===== config.mk =====
export PLATFORM = sky130hd
export DESIGN_NAME = fifo_param
export DESIGN_NICKNAME = d
export VERILOG_FILES = /design/src/rtl/fifo_param.sv
export SDC_FILE = /design/constraint.sdc
export NUM_CORES = 1
export LEC_CHECK = 0
export ABC_CLOCK_PERIOD_IN_PS = 2150
export CAP_MARGIN = 0
export CELL_PAD_IN_SITES_DETAIL_PLACEMENT = 1
export CELL_PAD_IN_SITES_GLOBAL_PLACEMENT = 1
export CORE_MARGIN = 5
export CORE_UTILIZATION = 41
export DETAILED_ROUTE_END_ITERATION = 8
export PLACE_DENSITY = 0.85
export SETUP_SLACK_MARGIN = 0.05
export SYNTH_ARGS = -nofsm -noshare
export SYNTH_HDL_FRONTEND = slang
export SYNTH_SLANG_ARGS = --single-unit

===== constraint.sdc =====
create_clock -name clk -period 2.15 [get_ports clk]
set_input_delay 0.3225 -clock clk [delete_from_list [all_inputs] [get_ports clk]]
set_output_delay 0.3225 -clock clk [all_outputs]
set_load 0.1 [all_outputs]

===== src/rtl/fifo_param.sv =====
// fifo_param: parametrised single-clock FIFO with show-ahead read data,
// occupancy count, programmable almost-full/almost-empty thresholds and
// sticky overflow/underflow error flags. Status flags are registered and
// loaded from the next-state pointers/count, so they update one edge after
// the operation that causes them and never see add_fifo/pop_fifo combinationally.
module fifo_param #(
    parameter int DATA_WIDTH = 16,
    parameter int ADDR_BITS  = 2,
    parameter int AF_LEVEL   = (2 ** ADDR_BITS) - 1,
    parameter int AE_LEVEL   = 1
) (
    input  logic                  clk,
    input  logic                  rst,
    input  logic [DATA_WIDTH-1:0] data_in,
    input  logic                  add_fifo,
    input  logic                  pop_fifo,
    input  logic                  clr_err,
    output logic [DATA_WIDTH-1:0] data_out,
    output logic                  fifo_empty,
    output logic                  fifo_full,
    output logic                  almost_full,
    output logic                  almost_empty,
    output logic [ADDR_BITS:0]    count,
    output logic                  overflow,
    output logic                  underflow
);

    localparam int DEPTH = 2 ** ADDR_BITS;
    localparam logic [ADDR_BITS:0] PTR_ONE_C = {{ADDR_BITS{1'b0}}, 1'b1};
    localparam logic [ADDR_BITS:0] AF_LVL_C  = AF_LEVEL[ADDR_BITS:0];
    localparam logic [ADDR_BITS:0] AE_LVL_C  = AE_LEVEL[ADDR_BITS:0];

    // Threshold legality is fixed at elaboration; an illegal set stops the build.
    if ((ADDR_BITS < 1) || (AE_LEVEL < 0) || (AE_LEVEL >= AF_LEVEL) || (AF_LEVEL > DEPTH)) begin : g_param_illegal
        $fatal(1, "fifo_param: need ADDR_BITS>=1 and 0 <= AE_LEVEL < AF_LEVEL <= DEPTH");
    end

    logic [DATA_WIDTH-1:0] mem_r [DEPTH];
    logic [ADDR_BITS:0]    wr_ptr_r;
    logic [ADDR_BITS:0]    rd_ptr_r;

    logic                  push_ok_s;
    logic                  pop_ok_s;
    logic [ADDR_BITS:0]    wr_ptr_nxt_s;
    logic [ADDR_BITS:0]    rd_ptr_nxt_s;
    logic [ADDR_BITS:0]    count_nxt_s;
    logic                  empty_nxt_s;
    logic                  full_nxt_s;
    logic                  af_nxt_s;
    logic                  ae_nxt_s;
    logic                  ovf_nxt_s;
    logic                  unf_nxt_s;

    // Show-ahead read: head entry addressed by the low read-pointer bits.
    assign data_out = mem_r[rd_ptr_r[ADDR_BITS-1:0]];

    // Accept rules, next pointers/count and next flag values.
    always_comb begin
        push_ok_s    = add_fifo & (~fifo_full | pop_fifo);
        pop_ok_s     = pop_fifo & ~fifo_empty;
        wr_ptr_nxt_s = wr_ptr_r;
        rd_ptr_nxt_s = rd_ptr_r;
        count_nxt_s  = count;
        ovf_nxt_s    = overflow;
        unf_nxt_s    = underflow;

        if (push_ok_s) begin
            wr_ptr_nxt_s = wr_ptr_r + PTR_ONE_C;
        end else begin
            wr_ptr_nxt_s = wr_ptr_r;
        end

        if (pop_ok_s) begin
            rd_ptr_nxt_s = rd_ptr_r + PTR_ONE_C;
        end else begin
            rd_ptr_nxt_s = rd_ptr_r;
        end

        case ({push_ok_s, pop_ok_s})
            2'b10:   count_nxt_s = count + PTR_ONE_C;
            2'b01:   count_nxt_s = count - PTR_ONE_C;
            default: count_nxt_s = count;
        endcase

        // Setting an error wins over clearing it in the same cycle.
        if (add_fifo & ~push_ok_s) begin
            ovf_nxt_s = 1'b1;
        end else if (clr_err) begin
            ovf_nxt_s = 1'b0;
        end else begin
            ovf_nxt_s = overflow;
        end

        if (pop_fifo & ~pop_ok_s) begin
            unf_nxt_s = 1'b1;
        end else if (clr_err) begin
            unf_nxt_s = 1'b0;
        end else begin
            unf_nxt_s = underflow;
        end

        empty_nxt_s = (wr_ptr_nxt_s == rd_ptr_nxt_s);
        full_nxt_s  = (wr_ptr_nxt_s[ADDR_BITS] != rd_ptr_nxt_s[ADDR_BITS]) &&
                      (wr_ptr_nxt_s[ADDR_BITS-1:0] == rd_ptr_nxt_s[ADDR_BITS-1:0]);
        af_nxt_s    = (count_nxt_s >= AF_LVL_C);
        ae_nxt_s    = (count_nxt_s <= AE_LVL_C);
    end

    // Pointer, count and flag registers; reset overrides every request.
    always_ff @(posedge clk) begin
        if (!rst) begin
            wr_ptr_r     <= {(ADDR_BITS+1){1'b0}};
            rd_ptr_r     <= {(ADDR_BITS+1){1'b0}};
            count        <= {(ADDR_BITS+1){1'b0}};
            fifo_empty   <= 1'b1;
            fifo_full    <= 1'b0;
            almost_full  <= 1'b0;
            almost_empty <= 1'b1;
            overflow     <= 1'b0;
            underflow    <= 1'b0;
        end else begin
            wr_ptr_r     <= wr_ptr_nxt_s;
            rd_ptr_r     <= rd_ptr_nxt_s;
            count        <= count_nxt_s;
            fifo_empty   <= empty_nxt_s;
            fifo_full    <= full_nxt_s;
            almost_full  <= af_nxt_s;
            almost_empty <= ae_nxt_s;
            overflow     <= ovf_nxt_s;
            underflow    <= unf_nxt_s;
        end
    end

    // Storage write; the array itself is never reset.
    always_ff @(posedge clk) begin
        if (rst && push_ok_s) begin
            mem_r[wr_ptr_r[ADDR_BITS-1:0]] <= data_in;
        end
    end

endmodule


# Word level (Yosys, flattened, before mapping)
# Memories as Yosys holds them, arrays and structs flattened. A register that Yosys moved wholly into a read port is not among the register bits.
# Cells that the tools add are included.
[op_classes] add_sub_neg=4 n_lt_le_gt_ge=2 eq_ne=5 muxes=9 n_bitwise=9 reduce_logical=4
[op_table] cell="$add 3x1->3 const B" n=3
[op_table] cell="$mux 3" n=2
[op_table] cell="$pmux 3 s2" n=1
[op_table] cell="$mux 1" n=5
[op_table] cell="$and 1x1->1" n=4
[op_table] cell="$not 1->1" n=4
[op_table] cell="$reduce_bool 2->1" n=2
[op_table] cell="$eq 3x3->1" n=1
[op_table] cell="$ge 3x2->1 const B" n=1
[op_table] cell="$le 3x1->1 const B" n=1
[op_table] cell="$sub 3x1->3 const B" n=1
[op_table] cell="$eq 2x1->1 const B" n=1
[op_table] cell="$eq 2x2->1" n=1
[op_table] cell="$eq 2x2->1 const B" n=1
[op_table] cell="$logic_and 1x1->1" n=2
[op_table] cell="$mux 2" n=1
[op_table] cell="$ne 1x1->1" n=1
[op_table] cell="$or 1x1->1" n=1
[word_totals] reg_bits=15 ram_bits=64 in_bits=21 out_inout_bits=25 wordCells=43 n_memories=1
[mem_list] memory="mem_r" depth=4 word_bits=16 rd=1 rd_clocked_by_memory_dff=1 wr=1 line_no="38" rtl="logic [DATA_WIDTH-1:0] mem_r [DEPTH];"

# Depth between registers and ports, before layout
[depth] ltp_word=6 ltp_mapped=10 mapped_depth_nobuf=9

# Least setup slack after synthesis
# OpenSTA, ideal clock, no wires.
[synth_path] path_type="reg2reg" startpoint="reg fifo_full" endpoint="reg almost_empty" arrival_ps=2544 setup_slack_ps=-513 stages_incl_launch_ff=11 period_less_slack_ps=2663 cell_sequence="dfxtp_1 > nand2b_1 > and2_1 > clkbuf_1 > inv_1 > ha_1 > fa_1 > xnor2_1 > or3_1 > a21oi_1 > nor2_1"
[synth_via] elab_chain_len=6
[synth_lines] element="start, declared" line_no="20" rtl="output logic fifo_full,"
[synth_lines] element="start signal, assigned" line_no="126" rtl="fifo_full <= full_nxt_s;"
[synth_lines] element="$not 1->1 *" line_no="59" rtl="push_ok_s = add_fifo & (~fifo_full | pop_fifo);"
[synth_lines] element="$or 1x1->1 *" line_no="59"
[synth_lines] element="$and 1x1->1 *" line_no="59"
[synth_lines] element="$eq 2x1->1 or $eq 2x2->1 (tied branches)" line_no="79" rtl="case ({push_ok_s, pop_ok_s})"
[synth_lines] element="$pmux 3 s2 *" line_no="79"
[synth_lines] element="$le 3x1->1 *" line_no="106" rtl="ae_nxt_s = (count_nxt_s <= AE_LVL_C);"
[synth_lines] element="end signal, assigned" line_no="128" rtl="almost_empty <= ae_nxt_s;"
[synth_lines] element="end, declared" line_no="22" rtl="output logic almost_empty,"
# Every way passes the cells marked *; elsewhere a longest branch is shown, timed or not.
# A chain may end at the register's enable or synchronous reset.

==> results.cfg <==
[die]
num_rows = 31
initial_utilization_pct = 42.5
fp.dieW_um = 97.0
fp.dieArea_sq_um = 9400
pin_count = 46
die_h_um = 97.0
core_sq_um = 7290

[cts]
cts_sinks = 79
cts_buffers = 9
htreeDepth = 3
post-cts-setup-buffers = 0
path_clk_slew_ns = 0.08
cts_tree = yes
clk-insertion-delay-late_ns = 0.35
cts-root-buf = clkbuf_8
clock_path_buffers = 2

[global_route]
grtUsageTotal_pct = 14.1
grt_pass1_wl_mm = 10.2
grt_max_degree = 17
grt_antenna_before_repair = 0
grt_overflow = 0
grt_pass1_vias = 1871

[synth]
muxShareOfSynthArea_pct = 14.0
synth_nets = 190
syn_area_per_cell_sq_um = 19.1
synth_top_flop_cell = edfxtp_1
synthCells = 162
synthArstFlopShare_pct = 0
yosysUniqueCellTypes = 30
synthTopCellsByArea = edfxtp_1 62%, mux4_2 12%, dfxtp_1 9.7%, ha_1 2.4%, mux4_1 1.7%
yosysTopAreaCellShare_pct = 62.0
yosysWarnings = 0
synth_enable_flop_cells = 64
synth_xor_xnor_area_share_pct = 2.70
synth_compound_area_share_pct = 1.45
seq_area_frac_synth_pct = 71.7
synthSimpleGateAreaFrac_pct = 5.37
netlist.top_cell.by_area = edfxtp_1
synth_top_family_by_area = multiplexers
syn_area_sq_um = 3100
ys_seq_elements = 79
yosys.area_share.adder_pct = 3.07

[timing]
max_freq_mhz = 488
setup_viol = 0
relSlewSlack_pct = 72.2
min_period_ns = 2.05
rsz0062_at_grt = yes
hold_viol = 0
worst_pin_slew_ns = 0.416
slew_violations = 0
clock-skew-final_ns = 0.0110
post-route-period-util_pct = 95.3
timing.hold.ws_ns = 0.417

[placed_design]
portBuffers = 45
dp_hpwl_mm = 4.59
dp_cells = 316
routabilityCongestion = 0.759

[critical_path]
crit_required_ns = 1.83
crit_family = multiplexers
worstSetupPathType = flip-flop to output port
cp_cell_sequence = buf_4 > mux4_2 > buf_12
crit_buf_inv = 2
endpoint_kind = output port
crit_slowest_cell = mux4_2
crit_start = rd_ptr_r[0]$_SDFF_PN0_
startpoint_type = flip-flop
worstPathArrival_ns = 1.73
r2r-start = fifo_full$_SDFF_PN0_
cp_slowest_stage_delay_ns = 0.58
path_max_fanout = 9

[final_layout]
final_cells = 332
nNetsFinal = 256
area_delta_synth_final_pct = 33.7
diodes = 0
drive_gt1_share_pct = 36.9
fin_util_pct = 56.8

[worst_hold_path]
min-delay-start = pop_fifo
hold_path_class = primary input to flip-flop

[flow_run]
maxCapViolations = 0

[detailed_routing]
wl_per_cell_um = 18.9
routed_wl_mm = 6.27
drcViolationCount = 0
antenna_left = 0
first_iter_violations = 75
vias = 1614
vias_per_cell = 4.86
dr.pass1.iters = 4

[pwr]
leakage_uw = 0.00149
power_uw = 3930
vdd_ir_drop_max_mv = 0.468
power_density_nw_per_um2 = 950

[outcome]
status = finished clean
[layout make-up]
class	count	area (sq um)
clock buffers	9	124
fillers	688	3150
clock inverters	7	61.3
inverters	4	15.0
flip-flops and latches	79	2230
repair buffers	62	718
multi-input cells	72	872
well taps	99	124
[worst register-to-register path, cell delays in order (launching register included)]
cell and delay [ns]:
dfxtp_4 0.36, nand2b_4 0.06, and2_4 0.14, inv_2 0.05, ha_4 0.16, fa_2 0.36, xnor2_2 0.14, or3_4 0.38
a21oi_4 0.15, nor2_1 0.05
[where the power goes]
group | total [uW] | internal (uW) | switching, uW
registers | 1760 | 1720 | 40.9
clock network | 1010 | 441 | 568
logic | 1160 | 414 | 748
[layer usage]
metal | global-route usage [%] | vias to the layer above | share of wire (%)
met5 | 0 | - | 0
li1 | - | 757 | -
met1 | 16.9 | 810 | 43
met2 | 24.6 | 41 | 54
met4 | 5.51 | 0 | 0.83
met3 | 2.95 | 6 | 2.6
[sequential cells by signal, indices dropped and copies added (netlist names)]
name	cells
almost_empty	1
mem_r	64
fifo_empty	1
overflow	1
fifo_full	1
underflow	1
almost_full	1
rd_ptr_r	3
count	3
wr_ptr_r	3
[what timing repair did]
item / 4_1_cts / 5_1_grt
setup endpoints to repair: 2 / 17
hold buffers: 0 / 0
resized for setup: 1 / 6
gates cloned: 0 / 0
pin swaps: 1 / 3
[cell usage in the layout (no fill, tap or decap), drive strengths merged]
cell type      instances
edfxtp                64
buf                   42
clkdlybuf4s50         19
mux4                  18
dfxtp                 15
clkbuf                 9
inv                    8
nor2                   6
xnor2                  6
ha                     6
and3                   5
nand2                  5
nand2b                 5
a21oi                  5
mux2i                  2
nand3b                 2
clkinvlp               2
and2                   2
nor2b                  2
or2                    1
xor2                   1
xnor3                  1
o21a                   1
o21ai                  1
or3                    1
a21o                   1
fa                     1
clkinv                 1
dlymetal6s2s           1
[logic make-up after synthesis]
group	count (synthesis)
AO/OA/AOI/OAI	8
XOR/XNOR	8
adder cells (fa/ha/maj)	7
buffers and inverters	11
flip-flops	79
multiplexers	20
AND/OR/NAND/NOR	29
[stage by stage]
step / setup slack (ns) / cell area, sq um / TNS (ns)
after floorplan: 0.0564 / 3140 / 0
after global routing: 0.0249 / 4140 / 0
final: 0.102 / 4140 / 0
after CTS: 0.0546 / 4110 / 0
after detailed placement: -0.329 / 3930 / -1.18
after global placement: -0.243 / 3930 / -0.746
[Yosys cell counts, types with 2 or more instances]
library cell  count
buf_2             2
clkbuf_1          2
mux4_1            2
a21oi_1           5
mux4_2           16
inv_1             4
nand2b_1          5
nor2_1            6
nand3b_1          2
and3_1            5
nand2_1           5
dfxtp_1          15
mux2i_1           2
xnor2_1           6
ha_1              6
and2_1            2
edfxtp_1         64
[path summary, 6_finish.rpt]
| check | end | slack [ns] | cells after the start |
|---|---|---|---|
| setup / recovery | data_out[5] | 0.10 | 3 |
| hold / removal | overflow$_SDFFE_PN0P_ | 0.42 | 4 |
| setup reg to reg | almost_empty$_SDFF_PN1_ | 0.18 | 9 |
| hold reg to reg | overflow$_SDFFE_PN0P_ | 0.48 | 2 |
(Power assumes the default switching activity.)
